**config.mk**
```make
export PLATFORM = sky130hd
export DESIGN_NAME = muldiv_sequencer
export DESIGN_NICKNAME = d
export VERILOG_FILES = /design/src/rtl/muldiv_pkg.sv /design/src/rtl/muldiv_signfix.sv /design/src/rtl/muldiv_sequencer.sv
export SDC_FILE = /design/constraint.sdc
export NUM_CORES = 1
export LEC_CHECK = 0
export ABC_AREA = 1
export CORE_MARGIN = 8
export CORE_UTILIZATION = 50
export DETAILED_ROUTE_END_ITERATION = 10
export PLACE_DENSITY = 0.69
export SYNTH_ARGS = -nofsm -noshare
export SYNTH_HDL_FRONTEND = slang
export SYNTH_HIERARCHICAL = 1
export SYNTH_SLANG_ARGS = --single-unit
```
**constraint.sdc**
```tcl
create_clock -name clk -period 3.93 [get_ports clk]
set_input_delay 0.5895 -clock clk [delete_from_list [all_inputs] [get_ports clk]]
set_output_delay 0.5895 -clock clk [all_outputs]
set_load 0.1 [all_outputs]
```
**src/rtl/muldiv_pkg.sv**
```systemverilog
// Shared types and constants for the MULT/MULTU/DIV/DIVU sequencer.
package muldiv_pkg;

  typedef enum logic [1:0] {
    OP_MULT  = 2'b00,
    OP_MULTU = 2'b01,
    OP_DIV   = 2'b10,
    OP_DIVU  = 2'b11
  } op_e;

  typedef enum logic [1:0] {
    ST_IDLE,
    ST_PREP,
    ST_RUN,
    ST_FINISH
  } state_e;

  localparam int unsigned ITER_COUNT    = 32;
  localparam int unsigned CNT_W         = 6;
  localparam int unsigned DATA_W        = 32;
  localparam logic [31:0] DIV0_QUOTIENT = 32'hFFFF_FFFF;

  function automatic logic op_is_signed(input op_e o);
    return ~o[0];
  endfunction

  function automatic logic op_is_div(input op_e o);
    return o[1];
  endfunction

endpackage

```
**src/rtl/muldiv_signfix.sv**
```systemverilog
// Conditional two's-complement negate, used for operand abs() and result sign correction.
module muldiv_signfix #(
  parameter int unsigned W = 32
) (
  input  logic [W-1:0] val,
  input  logic         neg,
  output logic [W-1:0] res_c
);

  always_comb begin
    res_c = neg ? ((~val) + W'(1)) : val;
  end

endmodule

```
**src/rtl/muldiv_sequencer.sv**
```systemverilog
// Iterative multiply/divide unit with HI/LO registers and decode stall.
// Optional build macro MULDIV_EARLY_OUT_EN ends multiplies once the multiplier is exhausted.
module muldiv_sequencer
  import muldiv_pkg::*;
(
  input  logic        clk,
  input  logic        reset,
  input  logic        start,
  input  logic [1:0]  op,
  input  logic [31:0] rs_val,
  input  logic [31:0] rt_val,
  input  logic        mf_req,
  input  logic        mf_sel,
  output logic        busy,
  output logic        done,
  output logic        stall,
  output logic [31:0] hi,
  output logic [31:0] lo,
  output logic [31:0] mf_data
);

`ifdef MULDIV_EARLY_OUT_EN
  localparam bit EARLY_OUT = 1'b1;
`else
  localparam bit EARLY_OUT = 1'b0;
`endif

  state_e                state_q, state_d;
  op_e                   op_q, op_d;
  logic [DATA_W-1:0]     rs_q, rs_d, rt_q, rt_d;
  logic [2*DATA_W-1:0]   mcand_q, mcand_d;
  logic [DATA_W-1:0]     mplier_q, mplier_d;
  logic [2*DATA_W-1:0]   acc_q, acc_d;
  logic [CNT_W-1:0]      cnt_q, cnt_d;
  logic                  neg_lo_q, neg_lo_d, neg_hi_q, neg_hi_d;
  logic [DATA_W-1:0]     hi_q, hi_d, lo_q, lo_d;
  logic                  busy_q, busy_d, done_q, done_d;

  logic [DATA_W-1:0]     rs_abs_c, rt_abs_c;
  logic [2*DATA_W-1:0]   mul_acc_n, mul_mcand_n, prod_fix_c;
  logic [DATA_W-1:0]     mul_mplier_n;
  logic [DATA_W:0]       div_sh;
  logic                  div_ge;
  logic [DATA_W-1:0]     div_rem_n, div_quo_n, quo_fix_c, rem_fix_c;
  logic                  run_last;
  logic                  rs_neg_c, rt_neg_c;

  assign rs_neg_c = op_is_signed(op_q) & rs_q[DATA_W-1];
  assign rt_neg_c = op_is_signed(op_q) & rt_q[DATA_W-1];

  muldiv_signfix #(.W(DATA_W))   u_fix_rs   (.val(rs_q),         .neg(rs_neg_c), .res_c(rs_abs_c));
  muldiv_signfix #(.W(DATA_W))   u_fix_rt   (.val(rt_q),         .neg(rt_neg_c), .res_c(rt_abs_c));
  muldiv_signfix #(.W(2*DATA_W)) u_fix_prod (.val(mul_acc_n),    .neg(neg_lo_q), .res_c(prod_fix_c));
  muldiv_signfix #(.W(DATA_W))   u_fix_quo  (.val(div_quo_n),    .neg(neg_lo_q), .res_c(quo_fix_c));
  muldiv_signfix #(.W(DATA_W))   u_fix_rem  (.val(div_rem_n),    .neg(neg_hi_q), .res_c(rem_fix_c));

  // One shift-add multiply step and one restoring divide step, evaluated every RUN cycle.
  // Divide reuses mcand_q[31:0] as dividend/quotient shifter, acc_q[31:0] as remainder, mplier_q as divisor.
  always_comb begin
    mul_acc_n    = mplier_q[0] ? (acc_q + mcand_q) : acc_q;
    mul_mcand_n  = mcand_q << 1;
    mul_mplier_n = mplier_q >> 1;
    div_sh       = {acc_q[DATA_W-1:0], mcand_q[DATA_W-1]};
    div_ge       = (div_sh >= {1'b0, mplier_q});
    div_rem_n    = div_ge ? DATA_W'(div_sh - {1'b0, mplier_q}) : div_sh[DATA_W-1:0];
    div_quo_n    = {mcand_q[DATA_W-2:0], div_ge};
    run_last     = (cnt_q == CNT_W'(ITER_COUNT - 1)) ||
                   (EARLY_OUT && !op_is_div(op_q) && (mul_mplier_n == '0));
  end

  // Next-state and datapath control.
  always_comb begin
    state_d  = state_q;
    op_d     = op_q;
    rs_d     = rs_q;
    rt_d     = rt_q;
    mcand_d  = mcand_q;
    mplier_d = mplier_q;
    acc_d    = acc_q;
    cnt_d    = cnt_q;
    neg_lo_d = neg_lo_q;
    neg_hi_d = neg_hi_q;
    hi_d     = hi_q;
    lo_d     = lo_q;
    done_d   = 1'b0;

    case (state_q)
      ST_IDLE, ST_FINISH: begin
        if (start) begin
          state_d = ST_PREP;
          op_d    = op_e'(op);
          rs_d    = rs_val;
          rt_d    = rt_val;
        end else begin
          state_d = ST_IDLE;
        end
      end
      ST_PREP: begin
        mcand_d  = {{DATA_W{1'b0}}, rs_abs_c};
        mplier_d = rt_abs_c;
        acc_d    = '0;
        cnt_d    = '0;
        neg_lo_d = op_is_signed(op_q) & (rs_q[DATA_W-1] ^ rt_q[DATA_W-1]);
        neg_hi_d = rs_neg_c;
        state_d  = ST_RUN;
      end
      ST_RUN: begin
        cnt_d = cnt_q + CNT_W'(1);
        if (op_is_div(op_q)) begin
          mcand_d = {{DATA_W{1'b0}}, div_quo_n};
          acc_d   = {{DATA_W{1'b0}}, div_rem_n};
        end else begin
          acc_d    = mul_acc_n;
          mcand_d  = mul_mcand_n;
          mplier_d = mul_mplier_n;
        end
        if (run_last) begin
          state_d = ST_FINISH;
          done_d  = 1'b1;
          if (!op_is_div(op_q)) begin
            {hi_d, lo_d} = prod_fix_c;
          end else if (rt_q == '0) begin
            hi_d = rs_q;
            lo_d = DIV0_QUOTIENT;
          end else begin
            hi_d = rem_fix_c;
            lo_d = quo_fix_c;
          end
        end
      end
      default: state_d = ST_IDLE;
    endcase

    busy_d = (state_d == ST_PREP) || (state_d == ST_RUN);
  end

  always_ff @(posedge clk) begin
    if (reset) begin
      state_q  <= ST_IDLE;
      op_q     <= OP_MULT;
      rs_q     <= '0;
      rt_q     <= '0;
      mcand_q  <= '0;
      mplier_q <= '0;
      acc_q    <= '0;
      cnt_q    <= '0;
      neg_lo_q <= 1'b0;
      neg_hi_q <= 1'b0;
      hi_q     <= '0;
      lo_q     <= '0;
      busy_q   <= 1'b0;
      done_q   <= 1'b0;
    end else begin
      state_q  <= state_d;
      op_q     <= op_d;
      rs_q     <= rs_d;
      rt_q     <= rt_d;
      mcand_q  <= mcand_d;
      mplier_q <= mplier_d;
      acc_q    <= acc_d;
      cnt_q    <= cnt_d;
      neg_lo_q <= neg_lo_d;
      neg_hi_q <= neg_hi_d;
      hi_q     <= hi_d;
      lo_q     <= lo_d;
      busy_q   <= busy_d;
      done_q   <= done_d;
    end
  end

  assign busy    = busy_q;
  assign done    = done_q;
  assign hi      = hi_q;
  assign lo      = lo_q;
  assign stall   = busy_q & (mf_req | start);
  assign mf_data = mf_sel ? hi_q : lo_q;

endmodule

```
==> results.md <==
* Initial core utilization at 0.504
* Congestion Overflow GR at 0
* Reg clk slew, reported paths at 0.06 ns
* DR WL/cell at 19.2 microns
* Ys Warns at 6
* Max Fclk at 257 MHz
* CP delay by family, top: simple AND/OR/NAND/NOR gates
* Detail Route Antenna Nets at 0
* Worst Hold Depth at 2
* Ys flop type: dfxtp_1
* Hold Fails Final Rpt at 0
* Slew margin rel. at 0.244
* # rows at 88
* Max IR drop VDD at 495 uV
* Die span in y at 257 microns
* Largest net degree at the start of global routing at 124
* First-pass GRT wire length at 181 mm
* Flop and latch count out of synthesis at 302
* IO buf count at 169
* Total power at 13.8 mW
* Critical path type: reg -> reg
* Crit-path max FO at 3
* Synthesized area per cell at 5.60 sq um
* Post-synthesis sequential area ratio at 0.208
* Synthesized cell area at 0.0290 sq mm
* Lkg Pwr at 17.8 nW
* CP max stage cell: dfxtp_1
* Most Crowded Layer GR: met2
* Post-CTS Hold Buffers at 0
* Most frequent cells in the layout: 1,795 x nand2_1, 705 x inv_1, 500 x nor2_1
* Number of global-route vias before repair at 30,744
* First-pass DRT Iterations at 6
* Crit path launch type: register
* Die Wd at 257 microns
* H-tree depth at 2
* Via/cell ratio at 5.47
* Number of buffers created by CTS at 38
* Unique masters post-synth at 50
* IO Pins at 170
* Worst-Margin Slew at 1.13 ns
* Mapped Cells at 5,183
* CP most frequent cell: nand2_1
* Tmin final at 3.88 ns
* Status: finished, final reports clean
* Yosys top cell by area: nand2_1
* Skew final at 0.0306 ns
* CTS tree: yes
* Worst reg2reg path depth at 21
* PwrDens at 396 mW/mm^2
* Commonest non-fill, non-tap cell in the layout: nand2_1
* Die ar. at 0.0660 sq mm
* Drt total wl at 120 mm
* Slew Limit Fails at 0
* Layout cells sized above 1 at 0.125
* Worst EP arrival at 4.34 ns
* Max-cap violations at 0
* Synth Net Count at 5,359
* GRT met2 Usage at 0.526
* Top area cells in the synthesized netlist: nand2_1 23%, dfxtp_1 21%, inv_1 9.1%, nor2_1 7.0%, nand3_1 5.4%
* Setup bufs post-CTS at 0
* Number of flops mapped to enable cells by yosys at 0
* Period Utilization, post-route at 0.988
* CTS Buffer Depth at 3
* M3 GR Usage at 0.0569
* CTS root buf: clkbuf_16
* Finished Core Util at 0.605
* 1st-iter DRT viols at 3,882
* DRC at 0
* Slowest stage delay, CP at 0.53 ns
* Detail Placement HPWL at 97.1 mm
* Synth-to-Final Area Change at 20.0%
* Number of stages on the worst setup path at 21
* CP required at 4.39 ns
* Clk sink count at 302
* Initial antenna violation count at 3
* Vias at 34,292
* Clk Latency, worst-skew pair at 0.59 ns
* Worst min path class: reg -> reg
* Global Route met1 Usage at 0.481
* Fin nets at 5,651
* Post-synth top area share at 0.234
* Gr usage total at 0.347
* Setup repair after global routing missed its margin: yes
* Worst setup EP type: register
* GPL Wtd Cong at 1.03
* Worst path bufs/invs at 4
* Fillers at 5,928
* Final setup viols at 0
* Core region area at 0.0576 sq mm
* Async S/R FF share, synth at 0
* Worst path cell trace: ha_1 > nand2_1 > nor2_1 > buf_4 > nand2_1 > inv_1 > a21oi_1 > nand2_2 > nand2_1 > nand3_1 > o21a_1 > nor2_1 > nand2_1 > nor2_4 > inv_1 > o21ai_1 > buf_4 > nand2_1 > xor2_2 > a21oi_2 > a21oi_1
==> routing by layer <==
layer  up-vias  routed length [microns]
met4         0                     6050
met1     15727                    52700
met5         -                        0
met3       234                    11700
met2      1486                    50000
li1      16845                        -
==> worst reg2reg max path, stage by stage, from the launching register on <==
cell	delay, ns
dfxtp_1	0.53
ha_1	0.33
nand2_1	0.16
nor2_1	0.10
buf_4	0.13
nand2_1	0.11
inv_1	0.09
a21oi_1	0.24
nand2_2	0.14
nand2_1	0.09
nand3_1	0.14
o21a_1	0.33
nor2_1	0.18
nand2_1	0.13
nor2_4	0.16
inv_1	0.07
o21ai_1	0.15
buf_4	0.15
nand2_1	0.08
xor2_2	0.17
a21oi_2	0.18
a21oi_1	0.08
==> final cells by class <==
cell class | count | area [sq um] | share of cell area
antenna | 1 | 2.50 | 0.0000718
clock buffer | 55 | 1070 | 0.0308
timing repair buffer | 434 | 4070 | 0.117
sequential | 302 | 6070 | 0.174
tap | 765 | 957 | 0.0275
multi-input combinational | 3975 | 19800 | 0.567
clock inverter | 11 | 155 | 0.00445
inverter | 724 | 2740 | 0.0786
==> kinds of logic after synthesis <==
logic type | share of synthesized area
AO/OA/AOI/OAI | 0.146
XOR/XNOR | 0.0377
adder cells (fa/ha/maj) | 0.0458
buffers and inverters | 0.121
flip-flops | 0.208
multiplexers | 0.0124
AND/OR/NAND/NOR | 0.428
==> sequential cells by signal, summed over array words and instances (netlist names) <==
register,flops
done,1
neg_lo_q,1
mplier_q,32
op_q,2
rs_q,32
mcand_q,64
lo,32
neg_hi_q,1
acc_q,64
state_q,2
cnt_q,6
rt_q,32
hi,32
busy,1
==> repair_timing <==
action	in CTS	in global routing
gates resized for setup	3	107
pin swaps	0	2
endpoints found under the setup margin	40	42
hold endpoints to repair	0	0
==> cell usage after synthesis, types with 20 or more instances <==
master and instances:
a21oi_1 313, a31oi_1 33, and2_1 35, buf_2 27, clkbuf_1 134, dfxtp_1 302, ha_1 103, inv_1 707
mux2_2 32, nand2_1 1807, nand2_2 26, nand3_1 314, nand4_1 32, nor2_1 543, nor2_2 41, nor2_4 34
nor3_1 20, o211ai_1 46, o21ai_0 309, o21ai_1 26, or2_2 35, xnor2_1 61, xor2_1 62
==> where the power goes <==
part | internal [mW] | switching (mW) | total [mW]
registers | 3.26 | 0.273 | 3.53
logic | 2.23 | 4.42 | 6.66
clock network | 2.10 | 1.50 | 3.60
==> stage by stage <==
step	worst slack [ns]	hold WS (ns)	area [sq um]	instances	TNS (ns)
after floorplan	0.775	0.441	29000	5183	0
after global placement	-0.153	0.453	33300	6200	-1.58
after detailed placement	-0.167	0.459	33300	6200	-2.57
after CTS	0.00228	0.479	34600	6266	0
after global routing	-0.0412	0.496	34800	6266	-0.204
final	0.0457	0.472	34800	6267	0
==> final timing paths <==
check                    start  slack (ns)            to
setup / recovery   mcand_q[17]        0.05        hi[14]
hold / removal    mplier_q[31]        0.47  mplier_q[31]
setup reg to reg   mcand_q[17]        0.05        hi[14]
hold reg to reg   mplier_q[31]        0.47  mplier_q[31]
Note: power is estimated with default switching activity, not from simulation.
